===== config.mk =====
export PLATFORM = sky130hd
export DESIGN_NAME = window_fetcher_flat
export DESIGN_NICKNAME = d
export VERILOG_FILES = /design/src/rtl/window_fetcher_if.sv /design/src/rtl/window_fetcher.sv /design/src/flat_wrapper.sv
export SDC_FILE = /design/constraint.sdc
export NUM_CORES = 1
export LEC_CHECK = 0
export CORE_MARGIN = 2
export CORE_UTILIZATION = 48
export CTS_CLUSTER_SIZE = 25
export DETAILED_ROUTE_END_ITERATION = 7
export GPL_ROUTABILITY_DRIVEN = 0
export HOLD_SLACK_MARGIN = 0.1
export PLACE_DENSITY = 0.92
export SETUP_SLACK_MARGIN = 0.05
export SYNTH_ARGS = -nofsm -noshare
export SYNTH_HDL_FRONTEND = slang
export SYNTH_SLANG_ARGS = --single-unit

===== constraint.sdc =====
create_clock -name clk -period 2.6 [get_ports clk]
set_input_delay 0.52 -clock clk [delete_from_list [all_inputs] [get_ports clk]]
set_output_delay 0.52 -clock clk [all_outputs]
set_load 0.05 [all_outputs]

===== src/rtl/window_fetcher_if.sv =====
// Bus bundle for window_fetcher: start/base request, memory read port and
// window output handshake. master = fetcher side, slave = environment side.
interface window_fetcher_if #(
  parameter int ADDR_WIDTH = 16,
  parameter int DATA_WIDTH = 16,
  parameter int K          = 5
);
  logic                         start;
  logic [ADDR_WIDTH-1:0]        base_addr;
  logic                         mem_en;
  logic                         mem_rw;
  logic [ADDR_WIDTH-1:0]        mem_addr;
  logic [DATA_WIDTH-1:0]        mem_rdata;
  logic [K*K*DATA_WIDTH-1:0]    win_data;
  logic                         win_valid;
  logic                         win_ready;
  logic                         busy;
  logic                         done;

  modport master (
    input  start, base_addr, mem_rdata, win_ready,
    output mem_en, mem_rw, mem_addr, win_data, win_valid, busy, done
  );

  modport slave (
    output start, base_addr, mem_rdata, win_ready,
    input  mem_en, mem_rw, mem_addr, win_data, win_valid, busy, done
  );
endinterface


===== src/rtl/window_fetcher.sv =====
// Fetches a KxK window of words from a row-strided feature map and presents it
// packed with a valid/ready handshake. Optional win_count via WINDOW_FETCHER_COUNT_EN.
module window_fetcher #(
  parameter int ADDR_WIDTH = 16,
  parameter int DATA_WIDTH = 16,
  parameter int K          = 5,
  parameter int MAP_WIDTH  = 28
) (
  input  logic                clk,
  input  logic                rst,
  window_fetcher_if.master    bus
`ifdef WINDOW_FETCHER_COUNT_EN
  ,
  output logic [15:0]         win_count
`endif
);

  localparam int unsigned N  = K * K;
  localparam int          CW = $clog2(K + 1);
  localparam int          IW = $clog2(N + 1);

  typedef enum logic [1:0] {
    IDLE,
    FETCH,
    DRAIN,
    HOLD
  } state_t;

  state_t                   state;
  state_t                   state_next;

  logic [ADDR_WIDTH-1:0]    row_base;
  logic [CW-1:0]            row;
  logic [CW-1:0]            col;
  logic [IW-1:0]            idx;
  logic [IW-1:0]            cap_idx;
  logic                     cap_valid;
  logic [N*DATA_WIDTH-1:0]  win_data;
  logic                     done_r;
  logic                     last_col;
  logic                     last_row;
  logic                     handshake;

  always_ff @(posedge clk) begin
    if (rst) begin
      state <= IDLE;
    end else begin
      state <= state_next;
    end
  end

  always_comb begin
    state_next    = state;
    last_col      = (col == CW'(K - 1));
    last_row      = (row == CW'(K - 1));
    handshake     = 1'b0;
    bus.mem_en    = 1'b0;
    bus.mem_rw    = 1'b0;
    bus.mem_addr  = '0;
    bus.win_valid = 1'b0;
    bus.busy      = (state != IDLE);
    bus.done      = done_r;
    bus.win_data  = win_data;

    case (state)
      IDLE: begin
        if (bus.start) begin
          state_next = FETCH;
        end
      end
      FETCH: begin
        bus.mem_en   = 1'b1;
        bus.mem_rw   = 1'b1;
        // row_base carries base + row*MAP_WIDTH, so no multiplier is needed
        bus.mem_addr = row_base + ADDR_WIDTH'(col);
        if (last_col && last_row) begin
          state_next = DRAIN;
        end
      end
      DRAIN: begin
        state_next = HOLD;
      end
      HOLD: begin
        bus.win_valid = 1'b1;
        if (bus.win_ready) begin
          handshake  = 1'b1;
          state_next = IDLE;
        end
      end
      default: begin
        state_next = IDLE;
      end
    endcase
  end

  // Read data returns one cycle after the request, so capture trails the
  // request counter by one cycle; DRAIN absorbs the final word.
  always_ff @(posedge clk) begin
    if (rst) begin
      row_base  <= '0;
      row       <= '0;
      col       <= '0;
      idx       <= '0;
      cap_idx   <= '0;
      cap_valid <= 1'b0;
      win_data  <= '0;
      done_r    <= 1'b0;
    end else begin
      done_r    <= handshake;
      cap_valid <= (state == FETCH);
      cap_idx   <= idx;

      if (cap_valid) begin
        for (int unsigned i = 0; i < N; i++) begin
          if (cap_idx == IW'(i)) begin
            win_data[i*DATA_WIDTH +: DATA_WIDTH] <= bus.mem_rdata;
          end
        end
      end

      case (state)
        IDLE: begin
          if (bus.start) begin
            row_base <= bus.base_addr;
            row      <= '0;
            col      <= '0;
            idx      <= '0;
          end
        end
        FETCH: begin
          idx <= idx + IW'(1);
          if (last_col) begin
            col      <= '0;
            row      <= row + CW'(1);
            row_base <= row_base + ADDR_WIDTH'(MAP_WIDTH);
          end else begin
            col <= col + CW'(1);
          end
        end
        default: begin
        end
      endcase
    end
  end

`ifdef WINDOW_FETCHER_COUNT_EN
  always_ff @(posedge clk) begin
    if (rst) begin
      win_count <= '0;
    end else if (handshake) begin
      win_count <= win_count + 16'd1;
    end
  end
`endif

endmodule


===== src/flat_wrapper.sv =====
// flat-port wrapper written by rule: the top's interface ports become plain ports
module window_fetcher_flat 
#(
  parameter int ADDR_WIDTH = 16,
  parameter int DATA_WIDTH = 16,
  parameter int K          = 5,
  parameter int MAP_WIDTH  = 28
)
  (clk, rst, bus_start, bus_base_addr, bus_mem_rdata, bus_win_ready, bus_mem_en, bus_mem_rw, bus_mem_addr, bus_win_data, bus_win_valid, bus_busy, bus_done);
  window_fetcher_if #(.ADDR_WIDTH(ADDR_WIDTH), .DATA_WIDTH(DATA_WIDTH), .K(K)) bus_i ();
  input  logic clk;
  input  logic rst;
  input wire logic [$bits(bus_i.start)-1:0] bus_start;
  input wire logic [$bits(bus_i.base_addr)-1:0] bus_base_addr;
  input wire logic [$bits(bus_i.mem_rdata)-1:0] bus_mem_rdata;
  input wire logic [$bits(bus_i.win_ready)-1:0] bus_win_ready;
  output wire logic [$bits(bus_i.mem_en)-1:0] bus_mem_en;
  output wire logic [$bits(bus_i.mem_rw)-1:0] bus_mem_rw;
  output wire logic [$bits(bus_i.mem_addr)-1:0] bus_mem_addr;
  output wire logic [$bits(bus_i.win_data)-1:0] bus_win_data;
  output wire logic [$bits(bus_i.win_valid)-1:0] bus_win_valid;
  output wire logic [$bits(bus_i.busy)-1:0] bus_busy;
  output wire logic [$bits(bus_i.done)-1:0] bus_done;
  assign bus_i.start = bus_start;
  assign bus_i.base_addr = bus_base_addr;
  assign bus_i.mem_rdata = bus_mem_rdata;
  assign bus_i.win_ready = bus_win_ready;
  assign bus_mem_en = bus_i.mem_en;
  assign bus_mem_rw = bus_i.mem_rw;
  assign bus_mem_addr = bus_i.mem_addr;
  assign bus_win_data = bus_i.win_data;
  assign bus_win_valid = bus_i.win_valid;
  assign bus_busy = bus_i.busy;
  assign bus_done = bus_i.done;
  window_fetcher #(.ADDR_WIDTH(ADDR_WIDTH), .DATA_WIDTH(DATA_WIDTH), .K(K), .MAP_WIDTH(MAP_WIDTH)) u_core (.clk(clk), .rst(rst), .bus(bus_i));
endmodule

; ---- After elaboration in Yosys (flattened, before gate mapping)
; Index checks and enable logic that the tools add are counted.
[word_totals]
mem_bits_rw = 0
memories = 0
inputBits = 36
latch_bits = 0
output_inout_bits = 421
romBits = 0
elab_cells = 124
register_bits = 436
[classes]
add_sub_neg = 5
n_mux = 18
div = 0
n_eq_ne = 33
n_reduce_logical = 34
n_mul = 0
bitwise = 1
magnitude_cmp = 0
shift = 0
[ops]
columns = op, count
row1 = AND reduction 2 bit, 26
row2 = 2-to-1 mux 16 bit, 3
row3 = == test 5 bit (second input constant), 9
row4 = == test 5 x 4 -> 1 bit (second input constant), 8
row5 = one-hot mux 16 bit (2 select lines), 1
row6 = == test 5 x 3 -> 1 bit (second input constant), 4
row7 = adder 16 x 3 -> 16 bit, 1
row8 = adder 16 x 5 -> 16 bit (second input constant), 1
row9 = one-hot mux 3 bit (2 select lines), 2
row10 = == test 5 x 2 -> 1 bit (second input constant), 2
row11 = one-hot mux 5 bit (2 select lines), 1
row12 = 2-to-1 mux 3 bit, 3
row13 = one-hot mux 2 bit (4 select lines), 1
row14 = adder 3 x 1 -> 3 bit (second input constant), 2
row15 = == test 3 bit (second input constant), 2
row16 = 2-to-1 mux 2 bit, 3
row17 = AND reduction 3 bit, 2
row18 = adder 5 x 1 -> 5 bit (second input constant), 1
row19 = == test 5 x 1 -> 1 bit (second input constant), 1
row20 = logical NOT 5 bit, 1
row21 = 2-to-1 mux 5 bit, 1
row22 = == test 2 bit (second input constant), 2
row23 = != test 2 x 1 -> 1 bit (second input constant), 2
row24 = != test 2 bit (second input constant), 2
row25 = 7 further kinds, 10

; ---- Logic depth before layout (Yosys ltp)
; Gate-level depths: netlist of the first run.
[logic_depth]
depth_word = 4
mapped_depth = 8

; ---- Worst setup path after synthesis of the first run
; OpenSTA, ideal clock, no wires.
[synth_path]
kind = register to output
from = register u_core.state[1]
to = output port bus_mem_addr[2]
arrival_time_ns = 2.674
path_slack_ns = -0.594
required_time_ns = 2.080
path_stages_with_launch = 6
n_path_buf = 2
path_cell_list = dfxtp_1 -> inv_1 -> ha_1 -> clkbuf_1 -> clkbuf_1 -> nor3b_1
[synth_via]
elab_chain_len = 2
[synth_rtl]
columns = item, line_no
row1 = start: declaration, window_fetcher.sv:29  ; state_t state;
row2 = start signal: assignment, window_fetcher.sv:48  ; state <= state_next;
row3 = == test 2 x 1 -> 1 bit, window_fetcher.sv:65  ; case (state)
row4 = 2-to-1 mux 16 bit, window_fetcher.sv:65
row5 = end: declaration, flat_wrapper.sv:19  ; output wire logic [$bits(bus_i.mem_addr)-1:0] bus_mem_addr;
; No other way between the ends.

; ---- Worst setup path after layout of the first run
[layout_path]
from = register u_core.col[0]
to = output port bus_mem_addr[14]
[layout_via]
elab_chain_len = 2
[layout_rtl]
columns = item, line_no
row1 = start: declaration, window_fetcher.sv:34  ; logic [CW-1:0] col;
row2 = start signal: assignment, window_fetcher.sv:137  ; col <= col + CW'(1);
row3 = adder 16 x 3 -> 16 bit, window_fetcher.sv:75  ; bus.mem_addr = row_base + ADDR_WIDTH'(col);
row4 = 2-to-1 mux 16 bit, window_fetcher.sv:65
; No other way between the ends.

==> impl_metrics.ini, run 1 <==
[sta]
finalHoldViolCount = 0
relSlewSlack_pct = 35.4
max_freq_mhz = 325
fin_skew_ns = 0.0181
worstMarginPinSlew_ns = 0.969
fin_ws_ns = -0.478
slew_viol_final = 0
rsz0062_at_grt = yes
finalSetupViolations = 14
holdWs_ns = 0.360
period_share_pct = 118
min_period_ns = 3.08

[pwr]
swShare_pct = 28.3
net-switching-power_uw = 4820
p_per_area_nw_per_um2 = 730
clockPowerShare_pct = 40.8
pwr-share-seq_pct = 41.7
pwr-share-comb_pct = 17.5
leakage_uw = 0.00776
ir_drop_v = 0.000598
p_int_uw = 12200

[global_route]
grt_pass1_wl_mm = 91.8
grt_antenna_before_repair = 0
grt_overflow = 0
grt_max_degree = 93
track_usage_pct = 32.6
grt_pass1_vias = 16600

[placement]
io_buffer_count = 456
postPlaceCellArea_sq_um = 21500
hpwl_mm = 38.0
dp.cells = 2881

[critical_path]
crit_buf_inv = 3
cp-end-kind = primary output
r2r_cells = 10
critPathKind = flop to primary output
path_depth = 9
cp-start-kind = flop
path_max_fanout = 4
worst-r2r-setup-slack_ns = 0.20
cp_common_cell = o211ai_1
required_ns = 2.08
cp-endpoint = bus_mem_addr[14]
crit_arrival_ns = 2.56
cp-startpoint = u_core.col[0]
cp_top_family = compound AO/OA/AOI/OAI gates
r2r_end = u_core.row_base[9]
crit_chain = ha_4 -> inv_2 -> fa_2 -> nor2b_1 -> buf_4 -> o211ai_1 -> o211ai_1 -> o31ai_4 -> buf_6
critPathSlowestCell = dfxtp_4
r2r_start = u_core.state[1]
slowest_delay_ns = 0.37

[synthesis]
yosys_warnings = 0
synth-async-reset-ratio_pct = 0
ys_seq_elements = 436
synth_fp_nets = 2154
synth_cells = 2103
synth_ff_type = dfxtp_1
synth_area_per_cell_sq_um = 7.89
ys_types = 61
synth_edf_count = 0
ys_seq_area_share_pct = 52.6
synth_area_sq_um = 16600

[drt]
wl_per_cell_microns = 20.8
drcViolationCount = 0
dr.first_iter.drc_count = 1368
num_vias = 16900
ant_nets = 0
vias_per_cell = 5.68
wirelength_mm = 61.7
drtPass1Iterations = 6

[cts]
holdBufCountCts = 0
clock_latency_ns = 0.57
cts_max_path_buffers = 3
cts-root-buf = clkbuf_16
cts.sinks = 436
cts_buffers = 44
cts_tree = built
h-tree-depth = 2
cts.clk_slew.worst_paths_ns = 0.07

[outcome]
status = finished with violations
violations = setup timing

[final_layout]
layout.nets = 2534
most-common-layout-cells = nand2_1, dfxtp_1, clkdlybuf4s50_1
area_growth_pct = 40.5
antenna_cells = 0
final_common_cell = nand2_1
fill_cells = 2357
post-route-cell-area_sq_um = 23300
drive_gt1_share_pct = 8.89
instances_no_fill = 2974

[hold_path]
worstHoldPathType = primary input to flop
whs_path_depth = 2

[die]
fp-row-count = 68
design.core.area_sq_um = 34300
start_util_pct = 48.4
io_pins = 457
die_w_microns = 190
die-area_sq_um = 36100
die_y_microns = 190

[flow_run]
cap_violations = 0
## registers in the layout, summed over array words and instances (netlist names)
name,count
u_core.row_base,16
u_core.cap_idx,5
u_core.row,3
u_core.state,2
u_core.col,3
u_core.bus.done,1
u_core.idx,5
u_core.bus.win_data,400
u_core.cap_valid,1
## synth_stat cells, types with 2 or more instances
cell	instances	area share, %
xnor2_1	6	0.32
or3_1	9	0.34
nor3_4	7	0.69
nand2b_1	18	0.68
buf_2	38	1.1
nand2_1	802	18
o32ai_1	2	0.11
nor2b_1	17	0.64
o22ai_1	9	0.34
a21boi_0	2	0.091
buf_4	2	0.091
nor4b_1	3	0.16
a22o_1	6	0.32
mux2i_1	25	1.5
nor3_1	3	0.091
and3_1	3	0.11
clkbuf_2	7	0.21
nor3b_1	4	0.18
o31ai_1	4	0.18
o211ai_1	5	0.23
and4_1	2	0.11
nor2_1	39	0.88
nand3_1	9	0.27
clkbuf_1	129	2.9
dfxtp_1	436	53
mux2_2	2	0.14
buf_6	6	0.41
xor2_1	6	0.32
buf_1	2	0.045
ha_1	14	1.1
inv_1	21	0.48
nand4_1	9	0.34
nor3_2	8	0.48
a21oi_1	398	12
o21ai_0	10	0.30
and2_1	15	0.57
## stage by stage
step | total power, uW | TNS (ns) | utilization [%] | setup slack (ns)
after detailed placement | 9860 | 0 | 62.8 | 0.0123
after global routing | 17400 | -4.74 | 68.0 | -0.552
after global placement | 9750 | 0 | 62.8 | 0.108
final | 17000 | -4.02 | 68.0 | -0.478
after CTS | 16800 | -3.01 | 67.8 | -0.400
after floorplan | 8900 | 0 | - | 0.0682
## layout make-up
| class | count | area [sq um] | share of cell area [%] |
|---|---|---|---|
| clock inverter | 18 | 305 | 1.31 |
| sequential | 436 | 8740 | 37.5 |
| timing repair buffer | 518 | 5200 | 22.3 |
| tap | 455 | 569 | 2.44 |
| multi-input combinational | 1462 | 7120 | 30.5 |
| clock buffer | 64 | 1290 | 5.53 |
| inverter | 21 | 78.8 | 0.338 |
## kinds of logic (layout without fill, tap and decap cells)
| logic type | after synthesis | in the layout | synth area share, % |
|---|---|---|---|
| AOI/OAI and AO/OA | 448 | 448 | 14.2 |
| adders and majority gates | 15 | 15 | 1.18 |
| xor gates and xnor gates | 12 | 12 | 0.634 |
| DFF | 436 | 436 | 52.6 |
| muxes | 27 | 27 | 1.64 |
| and+or+nand+nor | 960 | 960 | 24.5 |
| buffers and inverters | 205 | 621 | 5.30 |
## worst min path at each step
stage	startpoint	endpoint
detailed placement	u_core.bus.win_data[327]	u_core.bus.win_data[327]
global placement	u_core.bus.win_data[23]	u_core.bus.win_data[23]
CTS	rst	u_core.row_base[6]
floorplan	u_core.row[1]	u_core.row[1]
global route	rst	u_core.row_base[6]
finish	rst	u_core.row_base[6]
## power groups by stage
stage                     logic, uW  registers, uW  clock network, uW
after CTS                      2800           7060               6970
after global placement         2570           7180                  0
after floorplan                1650           7250                  0
after detailed placement       2670           7190                  0
after global routing           3090           7100               7240
final                          2970           7090               6940
## timing repair
| item | in CTS | in global routing |
|---|---|---|
| setup endpoints to repair | 18 | 15 |
| buffers inserted | 4 | 7 |
| pin swaps | 10 | 10 |
| gates resized for setup | 29 | 5 |
## metal layers
layer / global-route usage (%) / vias up / wire (microns)
li1: - / 7561 / -
met1: 37.2 / 7839 / 22100
met2: 52.8 / 1179 / 28100
met3: 8.56 / 326 / 6830
met4: 24.0 / 0 / 4700
met5: 0 / - / 0
Note: power is estimated with default switching activity, not from simulation.
==> inputs of run 2 (changes only) <==
--- a/config.mk
+++ b/config.mk
@@ -5,6 +5,7 @@
 export SDC_FILE = /design/constraint.sdc
 export NUM_CORES = 1
 export LEC_CHECK = 0
+export ABC_AREA = 1
 export CORE_MARGIN = 2
 export CORE_UTILIZATION = 48
 export CTS_CLUSTER_SIZE = 25
==> run 2 against run 1 <==
Net effect:
- the flow still finishes with violations (setup timing)
- area after synthesis grew 0.65%
- global-route usage shrank 0.21 points
- design area shrank 0.59%
==> impl_metrics.ini, run 2 <==
[outcome]
status = finished with violations
violations = setup timing

[sta]
finalHoldViolCount = 0
fin_tns_setup_ns = -1.33
relSlewSlack_pct = 29.3
rsz0062_at_grt = yes
fin_skew_ns = 0.0144
fin_ws_ns = -0.210
min_period_ns = 2.81
period_share_pct = 108
finalSetupViolations = 13
max_freq_mhz = 356
slew_viol_final = 0
worstMarginPinSlew_ns = 1.06

[synthesis]
synth_top_area_share_pct = 52.3
ys_seq_elements = 436
yosys-top-cells-area = dfxtp_1, a21oi_1, nand3_1, nand2_1, nor2_1
ys_seq_area_share_pct = 52.3
synth_top_cell_by_area = dfxtp_1
synth_fp_nets = 2242
synth_area_sq_um = 16700
synth.most_common_cell = dfxtp_1
synth_area_per_cell_sq_um = 7.62
synth_ff_type = dfxtp_1
synth_edf_count = 0
ys_types = 29
synth_cells = 2191
synthTopCellsByCount = dfxtp_1, nand2_1, a21oi_1, nand3_1, nor2_1
yosys_warnings = 0
synth-async-reset-ratio_pct = 0

[cts]
cts.sinks = 436
cts.clk_slew.worst_paths_ns = 0.06
cts_max_path_buffers = 3
clock_latency_ns = 0.54
cts_tree = built
cts_buffers = 43
cts-root-buf = clkbuf_16
h-tree-depth = 2

[drt]
wl_per_cell_microns = 20.5
drtPass1Iterations = 6
ant_nets = 0
dr.first_iter.drc_count = 2170
num_vias = 18000
vias_per_cell = 5.89
drcViolationCount = 0
wirelength_mm = 62.5

[placement]
hpwl_mm = 39.0
pre_cts_ws_ns = 0.146
postPlaceCellArea_sq_um = 21600
io_buffer_count = 456

[critical_path]
required_ns = 2.08
cp-end-kind = primary output
crit_chain = ha_4 -> inv_2 -> fa_2 -> o21ai_2 -> buf_6 -> buf_6 -> nand2_2 -> nand2_1 -> nand2_1 -> a21oi_2 -> buf_12
critPathSlowestCell = fa_2
cp-start-kind = flop
worst-r2r-setup-slack_ns = 0.30
slowest_delay_ns = 0.36
crit_arrival_ns = 2.29
r2r_start = u_core.state[0]
path_max_fanout = 3
critPathKind = flop to primary output
r2r_end = u_core.row_base[5]
r2r_cells = 9

[die]
die-area_sq_um = 36300
die_w_microns = 190
die_y_microns = 190
io_pins = 457
start_util_pct = 48.6
fp-row-count = 68
design.core.area_sq_um = 34400

[final_layout]
post-route-cell-area_sq_um = 23200
most-common-layout-cells = dfxtp_1, clkdlybuf4s50_1, nand2_1
final_common_cell = dfxtp_1
fill_cells = 2465
layout.nets = 2617
antenna_cells = 0
largest_reg_flops = 400
largestRegisters = u_core.bus.win_data (400), u_core.row_base (16)
area_growth_pct = 38.8
top_register = u_core.bus.win_data
drive_gt1_share_pct = 9.02

[pwr]
leakage_uw = 0.00783
p_per_area_nw_per_um2 = 705
ir_drop_v = 0.000489

[flow_run]
cap_violations = 0

[global_route]
grt_overflow = 0
track_usage_pct = 32.4
grt_pass1_wl_mm = 92.5
grt_max_degree = 136
grt_pass1_vias = 16800
grt_antenna_before_repair = 1

[hold_path]
worstHoldPathType = primary input to flop
whs_path_depth = 2
hold_path_end = u_core.bus.win_data[278]
worstHoldStart = rst
[run 2: worst max-delay path: cells and delay by family (launching register included)]
| family | cells | cell delay (ns) |
|---|---|---|
| simple gates | 3 | 0.17 |
| compound gates | 2 | 0.32 |
| fa+ha+maj | 2 | 0.50 |
| buf+inv | 4 | 0.42 |
| flops | 1 | 0.35 |
[run 2: through the flow]
| step | instances | utilization [%] | hold slack [ns] | total power (uW) |
|---|---|---|---|---|
| after floorplan | 2191 | - | 0.436 | 9100 |
| after global placement | 2971 | 62.9 | 0.431 | 9970 |
| after detailed placement | 2971 | 62.9 | 0.439 | 10100 |
| after CTS | 3047 | 67.2 | 0.353 | 16200 |
| after global routing | 3050 | 67.4 | 0.376 | 16800 |
| final | 3050 | 67.4 | 0.370 | 16300 |
[run 2: report_power, final]
group | internal [uW] | leakage, uW | switching (uW)
clock network | 3520 | 0.000667 | 2610
logic | 855 | 0.00364 | 2170
registers | 6910 | 0.00352 | 254
[run 2: worst max-delay path by stage]
stage | endpoint | cells past startpoint | slack, ns | startpoint
finish | bus_mem_addr[8] | 11 | -0.21 | u_core.row_base[0]
global route | bus_mem_addr[15] | 9 | -0.26 | u_core.row_base[2]
CTS | bus_mem_addr[8] | 11 | -0.22 | u_core.col[0]
detailed placement | bus_mem_addr[14] | 11 | 0.15 | u_core.col[0]
global placement | bus_mem_addr[14] | 11 | 0.15 | u_core.col[0]
floorplan | bus_mem_addr[4] | 6 | 0.04 | u_core.state[1]
[run 2: cells by family (layout without fill, tap and decap cells)]
kind of cell               count (synthesis)  count (layout)  share of synthesized area, %
and+or+nand+nor                         1006            1006                          25.7
AOI/OAI and AO/OA                        474             474                          14.3
DFF                                      436             436                          52.3
buffers and inverters                    255             659                          6.24
adders and majority gates                 15              15                          1.17
xor gates and xnor gates                   5               5                         0.262
[run 2: cell type report]
class | count | area, sq um | share of cell area (%)
timing repair buffer | 508 | 5120 | 22.1
multi-input combinational | 1500 | 7080 | 30.6
clock buffer | 58 | 1190 | 5.15
clock inverter | 16 | 174 | 0.751
sequential | 436 | 8740 | 37.7
tap | 455 | 569 | 2.46
inverter | 77 | 292 | 1.26
[run 2: repair_timing]
action,in CTS,in global routing
hold buffers,0,0
setup endpoints to repair,15,16
gates resized for setup,32,12
setup buffers,2,3
pin swaps,10,9
[run 2: metal layers]
metal | share of wire [%] | routed length, microns | up-vias | GRT usage [%]
li1 | - | - | 7992 | -
met1 | 35 | 21900 | 8282 | 38.8
met2 | 46 | 28800 | 1357 | 53.3
met3 | 12 | 7640 | 319 | 7.21
met4 | 6.5 | 4090 | 0 | 19.3
met5 | 0 | 0 | - | 0
